`src/rtl/cursor_nav_ctrl.sv`:
```
// Debounced 4x4 grid cursor controller with press/auto-repeat events.
// Cursor moves land in next_pos at once and are shown at frame start.
module cursor_nav_ctrl #(
  parameter int DEBOUNCE_CYCLES = 500000,
  parameter int HOLD_CYCLES     = 25000000,
  parameter int REPEAT_CYCLES   = 10000000
) (
  input  logic       clk,
  input  logic       reset,
  input  logic       btn_up,
  input  logic       btn_down,
  input  logic       btn_left,
  input  logic       btn_right,
  input  logic       btn_sel,
  input  logic       enable,
  input  logic       frame_start,
  output logic [3:0] pos_cursor,
  output logic       move_pending,
  output logic       sel_pulse,
  output logic [3:0] sel_index
);

  localparam int DW   = $clog2(DEBOUNCE_CYCLES);
  localparam int RMAX = (HOLD_CYCLES > REPEAT_CYCLES) ?
                        HOLD_CYCLES : REPEAT_CYCLES;
  localparam int RW   = (RMAX < 2) ? 1 : $clog2(RMAX);

  localparam logic [DW-1:0] DB_LAST   = DW'(DEBOUNCE_CYCLES - 1);
  localparam logic [RW-1:0] HOLD_LAST = RW'(HOLD_CYCLES - 1);
  localparam logic [RW-1:0] REP_LAST  = RW'(REPEAT_CYCLES - 1);

  localparam int SEL = 4;

  typedef enum logic [1:0] {
    IDLE   = 2'd0,
    HOLD   = 2'd1,
    REPEAT = 2'd2
  } state_e;

  logic [4:0]    raw;
  logic [4:0]    sync1_q;
  logic [4:0]    sync2_q;
  logic [4:0]    stable_q;
  logic [4:0]    prev_q;
  logic [4:0]    press_q;
  logic [DW-1:0] db_cnt_q [5];

  logic [3:0]    next_pos_q;
  logic [3:0]    pos_q;
  logic          pend_q;
  logic          sel_pulse_q;
  logic [3:0]    sel_idx_q;

  state_e        state_q;
  logic [RW-1:0] rep_cnt_q;
  logic [1:0]    rep_dir_q;

  logic [3:0]    prs;
  logic          press_any;
  logic [1:0]    pdir;
  logic          rep_ev;
  logic          apply;
  logic [1:0]    mdir;
  logic [1:0]    row;
  logic [1:0]    col;
  logic [3:0]    moved;
  logic          sel_ev;

  // Bit order: up, down, left, right, select.
  assign raw = {btn_sel, btn_right, btn_left, btn_down, btn_up};

  always_ff @(posedge clk) begin
    if (reset) begin
      sync1_q  <= '0;
      sync2_q  <= '0;
      stable_q <= '0;
      prev_q   <= '0;
      press_q  <= '0;
      for (int i = 0; i < 5; i++) begin
        db_cnt_q[i] <= '0;
      end
    end else begin
      sync1_q <= raw;
      sync2_q <= sync1_q;
      prev_q  <= stable_q;
      press_q <= stable_q & ~prev_q;
      for (int i = 0; i < 5; i++) begin
        if (sync2_q[i] == stable_q[i]) begin
          db_cnt_q[i] <= '0;
        end else if (db_cnt_q[i] == DB_LAST) begin
          stable_q[i] <= ~stable_q[i];
          db_cnt_q[i] <= '0;
        end else begin
          db_cnt_q[i] <= db_cnt_q[i] + 1'b1;
        end
      end
    end
  end

  assign prs       = press_q[3:0] & {4{enable}};
  assign press_any = |prs;
  assign sel_ev    = press_q[SEL] & enable;

  assign rep_ev = enable && stable_q[rep_dir_q] &&
                  (((state_q == HOLD)   && (rep_cnt_q == HOLD_LAST)) ||
                   ((state_q == REPEAT) && (rep_cnt_q == REP_LAST)));

  // Priority encoder: up > down > left > right.
  always_comb begin
    pdir = 2'd3;
    if (prs[0])      pdir = 2'd0;
    else if (prs[1]) pdir = 2'd1;
    else if (prs[2]) pdir = 2'd2;
  end

  assign apply = press_any | rep_ev;
  assign mdir  = press_any ? pdir : rep_dir_q;
  assign row   = next_pos_q[3:2];
  assign col   = next_pos_q[1:0];

  always_comb begin
    moved = next_pos_q;
    unique case (mdir)
      2'd0: moved = {row - 2'd1, col};
      2'd1: moved = {row + 2'd1, col};
      2'd2: moved = {row, col - 2'd1};
      2'd3: moved = {row, col + 2'd1};
      default: moved = next_pos_q;
    endcase
  end

  always_ff @(posedge clk) begin
    if (reset) begin
      next_pos_q  <= '0;
      pos_q       <= '0;
      pend_q      <= 1'b0;
      sel_pulse_q <= 1'b0;
      sel_idx_q   <= '0;
    end else begin
      if (apply) next_pos_q <= moved;
      if (frame_start) pos_q <= next_pos_q;
      pend_q      <= (next_pos_q != pos_q);
      sel_pulse_q <= sel_ev;
      if (sel_ev) sel_idx_q <= next_pos_q;
    end
  end

  always_ff @(posedge clk) begin
    if (reset || !enable) begin
      state_q   <= IDLE;
      rep_cnt_q <= '0;
      rep_dir_q <= '0;
    end else if (press_any) begin
      state_q   <= HOLD;
      rep_dir_q <= pdir;
      rep_cnt_q <= '0;
    end else begin
      unique case (state_q)
        HOLD: begin
          if (!stable_q[rep_dir_q]) begin
            state_q <= IDLE;
          end else if (rep_cnt_q == HOLD_LAST) begin
            state_q   <= REPEAT;
            rep_cnt_q <= '0;
          end else begin
            rep_cnt_q <= rep_cnt_q + 1'b1;
          end
        end
        REPEAT: begin
          if (!stable_q[rep_dir_q]) begin
            state_q <= IDLE;
          end else if (rep_cnt_q == REP_LAST) begin
            rep_cnt_q <= '0;
          end else begin
            rep_cnt_q <= rep_cnt_q + 1'b1;
          end
        end
        default: begin
          state_q   <= IDLE;
          rep_cnt_q <= '0;
        end
      endcase
    end
  end

  assign pos_cursor   = pos_q;
  assign move_pending = pend_q;
  assign sel_pulse    = sel_pulse_q;
  assign sel_index    = sel_idx_q;

endmodule

```
`config.mk`:
```
export PLATFORM = sky130hd
export DESIGN_NAME = cursor_nav_ctrl
export DESIGN_NICKNAME = d
export VERILOG_FILES = /design/src/rtl/cursor_nav_ctrl.sv
export SDC_FILE = /design/constraint.sdc
export NUM_CORES = 1
export LEC_CHECK = 0
export BUFFER_PORTS_ARGS = -buffer_cell sky130_fd_sc_hd__buf_2
export CORE_MARGIN = 2
export CORE_UTILIZATION = 40
export DETAILED_ROUTE_END_ITERATION = 10
export GPL_TIMING_DRIVEN = 0
export PLACE_DENSITY = 0.66
export SLEW_MARGIN = 5
export SYNTH_ARGS = -nofsm -noshare
export SYNTH_HDL_FRONTEND = slang
export SYNTH_SLANG_ARGS = --single-unit
```
`constraint.sdc`:
```
create_clock -name clk -period 3.3 [get_ports clk]
set_input_delay 0.165 -clock clk [delete_from_list [all_inputs] [get_ports clk]]
set_output_delay 0.165 -clock clk [all_outputs]
set_load 0.03 [all_outputs]
```
==> results by group <==
Run status
  • Outcome: finished, final reports clean

Synthesis
  • Cells after synthesis: 791
  • Yosys Warn Count: 0
  • Main flop type after synthesis: edfxtp_1
  • Cell variety after synth: 51
  • Mapped cell area: 0.00792 mm2
  • Async SR Flop Fraction: 0%
  • Avg Cell Area, Syn: 10.0 um2
  • #FFs+latches synth: 163
  • Post-synth EDFFs: 95
  • Post-synthesis sequential area ratio: 53.2%

CTS
  • Total CTS buffers: 17
  • Post-CTS Setup Bufs: 0
  • TritonCTS clock tree: built
  • Clk Tree Root Cell: clkbuf_16
  • Clock transition at path regs: 0.06 ns
  • CTS-repair resized insts: 0
  • Sink Count: 163
  • Max Buffers Root-to-Sink: 2
  • CTS H-tree lvls: 4
  • Clk_lat worst skew: 0.43 ns

STA
  • Max_slew headroom: 55.3%
  • Final period utilization: 84.4%
  • Max-slew violations: 0
  • Hold_ws: 0.120 ns
  • Fin. Hold Viols: 0
  • Fmax: 359 MHz
  • Final setup violation count: 0
  • RSZ-0062 raised after global routing: false
  • Layout Skew: 0.00600 ns
  • Least-Margin Pin Slew: 0.664 ns
  • Post-layout min period: 2.78 ns
  • Setup TNS: 0 ns

Final layout
  • Layout cells sized above 1: 6.39%
  • Nets: 943
  • Area grow syn2layout: 17.9%
  • Ant. Diodes: 0
  • Final Util: 48.0%
  • Reg area: 0.00421 mm2
  • Fillers: 1834
  • Multi-input logic area: 0.00389 mm2

Drt
  • DR vias/cell: 4.69
  • DR iter-0 viols: 253
  • DR vias: 5641
  • Final ANT Viol Nets: 0
  • DRT Pass-1 Iters: 4
  • Final wirelength: 14200 um
  • Drt wl/cell: 11.8 um
  • Drc violations: 0

Critical path
  • Buf/Inv on CP: 2
  • WP data required: 3.46 ns
  • FF-to-FF End: db_cnt_q[2][11]
  • Worst R2R Start: db_cnt_q[2][6]
  • R2r worst-path depth: 7
  • Slowest Stage Delay on Critical Path: 0.69 ns
  • Slowest CP cell: or4b_2
  • Worst path cell trace: or4b_2 > nor3_1 > and4_1 > or3_1 > clkbuf_1 > clkbuf_1 > nor2_1
  • Most frequent cell on the critical path: clkbuf_1
  • Worst Setup SP: db_cnt_q[2][6]
  • Worst-path fanout max: 10
  • Family with the most delay on the worst path: simple AND/OR/NAND/NOR gates
  • Endpoint class of the critical path: flip-flop
  • Kind of critical path: flip-flop to flip-flop
  • CP Depth: 7
  • CP Capture Point: db_cnt_q[2][11]
  • FF-to-FF setup slack: 0.52 ns
  • CP arrival: 2.95 ns
  • Crit start category: flip-flop

GRT
  • Total GRT Usage: 14.9%
  • Global-route wire length before repair: 24700 um
  • Largest net degree at the start of global routing: 17
  • Remaining Overflow, GRT: 0
  • Initial antenna violation count: 1
  • Vias in the first global route: 5365

Run
  • Maxcap violations: 0

Floorplan
  • Horiz. Die Dim: 145 um
  • Initial Utilization: 40.7%
  • Row count: 51
  • Core Box Area: 0.0195 mm2
  • Die height: 145 um
  • Top Ports: 19
  • Die Footprint: 0.0209 mm2

Power and ir drop
  • Maximum vdd drop: 0.000400 V
  • Lkg Pwr: 3.22 nW
  • Combinational fraction of design power: 2.9%
  • Power Density: 472 mW/mm2
  • Flop pwr share: 51.3%
  • Int Pwr: 0.00349 W
  • NetSw: 0.000915 W
  • Clock power share: 45.7%
  • Sw frac: 20.8%

Hold path
  • Hold-critical path depth: 3
  • Hold Path Class: primary input to flip-flop

Placed design
  • HPWL after DPL: 10100 um
  • IO Port Bufs: 17
  • GP Congestion: 0.807
-- what timing repair did --
action,4_1_cts,5_1_grt
endpoints found under the hold margin,5,0
setup endpoints to repair,0,0
hold buffers,5,0
-- metal layers --
layer | wire length, um | global-route usage, %
met1 | 7040 | 19.3
met2 | 6440 | 23.7
met3 | 386 | 3.52
met4 | 333 | 6.90
met5 | 13 | 0
-- state kept, by name (all words and copies together) (netlist names) --
signal        count
rep_dir_q         2
press_q           5
db_cnt_q         95
sync1_q           5
pos_cursor        4
sel_pulse         1
move_pending      1
sync2_q           5
sel_index         4
next_pos_q        4
state_q           2
rep_cnt_q        25
prev_q            5
stable_q          5
-- through the flow --
step / total power, W / worst slack [ns] / cells / area (um2)
floorplan: 0.00239 / 0.892 / 885 / 8270
global placement: 0.00242 / 0.522 / 1167 / 8680
detailed placement: 0.00243 / 0.477 / 1167 / 8680
CTS: 0.00444 / 0.470 / 1204 / 9330
global route: 0.00457 / 0.287 / 1204 / 9330
finish: 0.00440 / 0.516 / 1204 / 9330
-- synth_stat cells (2+ instances only) --
cell | count | area [um2]
o211a_1 | 2 | 20.0
clkbuf_1 | 14 | 52.6
buf_1 | 7 | 26.3
nand2_1 | 57 | 214
or4_1 | 3 | 22.5
a31oi_1 | 2 | 12.5
nand4_1 | 21 | 131
nor2b_1 | 23 | 144
xnor2_1 | 51 | 447
nor4b_1 | 7 | 61.3
and3_1 | 10 | 62.6
nor2_1 | 157 | 589
or3_2 | 2 | 15.0
dfxtp_1 | 68 | 1360
o41ai_1 | 2 | 17.5
ha_1 | 8 | 100
or3_1 | 8 | 50.1
mux2i_1 | 10 | 100
nor4bb_1 | 2 | 20.0
and4_1 | 16 | 140
nor4_1 | 6 | 37.5
a21oi_1 | 22 | 110
or4b_2 | 4 | 40.0
xor2_1 | 58 | 508
nand3b_1 | 3 | 22.5
o21ai_0 | 13 | 65.1
nand4b_1 | 3 | 26.3
inv_1 | 21 | 78.8
and2_1 | 8 | 50.1
nand3_1 | 49 | 245
nor3_1 | 17 | 85.1
edfxtp_1 | 95 | 2850
nand2b_1 | 4 | 25.0
-- power by group through the flow --
stage | Sequential, W | Combinational (W) | Clock (W)
2_1_floorplan | 0.00229 | 0.0000999 | 0
3_3_place_gp | 0.00230 | 0.000122 | 0
3_5_place_dp | 0.00230 | 0.000123 | 0
4_1_cts | 0.00226 | 0.000128 | 0.00205
5_1_grt | 0.00227 | 0.000153 | 0.00215
6_report | 0.00226 | 0.000130 | 0.00201
-- cells in the final DEF (no fill, tap or decap), types with 4 or more instances in the layout --
master / n
clkbuf_16: 17
mux2i_1: 10
nand2b_1: 4
xor2_1: 58
o21ai_0: 13
nand3_1: 49
nor2_1: 157
inv_1: 21
or4b_2: 4
nand2_1: 57
edfxtp_1: 95
nor4b_1: 7
and4_1: 16
nor3_1: 17
xnor2_1: 51
clkbuf_1: 18
a21oi_1: 22
dlygate4sd3_1: 5
nand4_1: 21
nor2b_1: 23
conb_1: 95
dfxtp_1: 68
buf_1: 7
or3_1: 8
nor4_1: 6
ha_1: 8
buf_2: 18
and3_1: 10
and2_1: 8
-- worst min-delay path by stage --
stage                   start          to  slack (ns)
floorplan              btn_up  sync1_q[0]        0.29
detailed placement  prev_q[3]  press_q[3]        0.38
finish                 enable  state_q[0]        0.12
global placement    prev_q[0]  press_q[0]        0.37
global route           enable  state_q[0]        0.14
CTS                    enable  state_q[0]        0.11
-- worst register-to-register path: cells and delay by family (launching register included) --
kind | cells | cell delay (ns)
AND/OR/NAND/NOR | 5 | 1.31
buffers and inverters | 2 | 0.78
flip-flops | 1 | 0.43
-- area by class of cell --
cell class,count,share of cell area [%]
well taps,265,3.55
inverters,21,0.845
flip-flops and latches,163,45.1
repair buffers,22,1.45
clock buffers,23,5.01
clock inverters,9,1.41
multi-input cells,679,41.7
plain buffers,22,0.898
-- cell families after synthesis --
| group | share of synthesized area, % |
|---|---|
| flops | 53.2 |
| other cells | 0.0474 |
| fa+ha+maj | 1.26 |
| mux | 1.69 |
| compound gates | 3.94 |
| xor+xnor | 12.1 |
| simple gates | 25.7 |
| buf+inv | 2.06 |
Power figures use the tool's default switching activity.
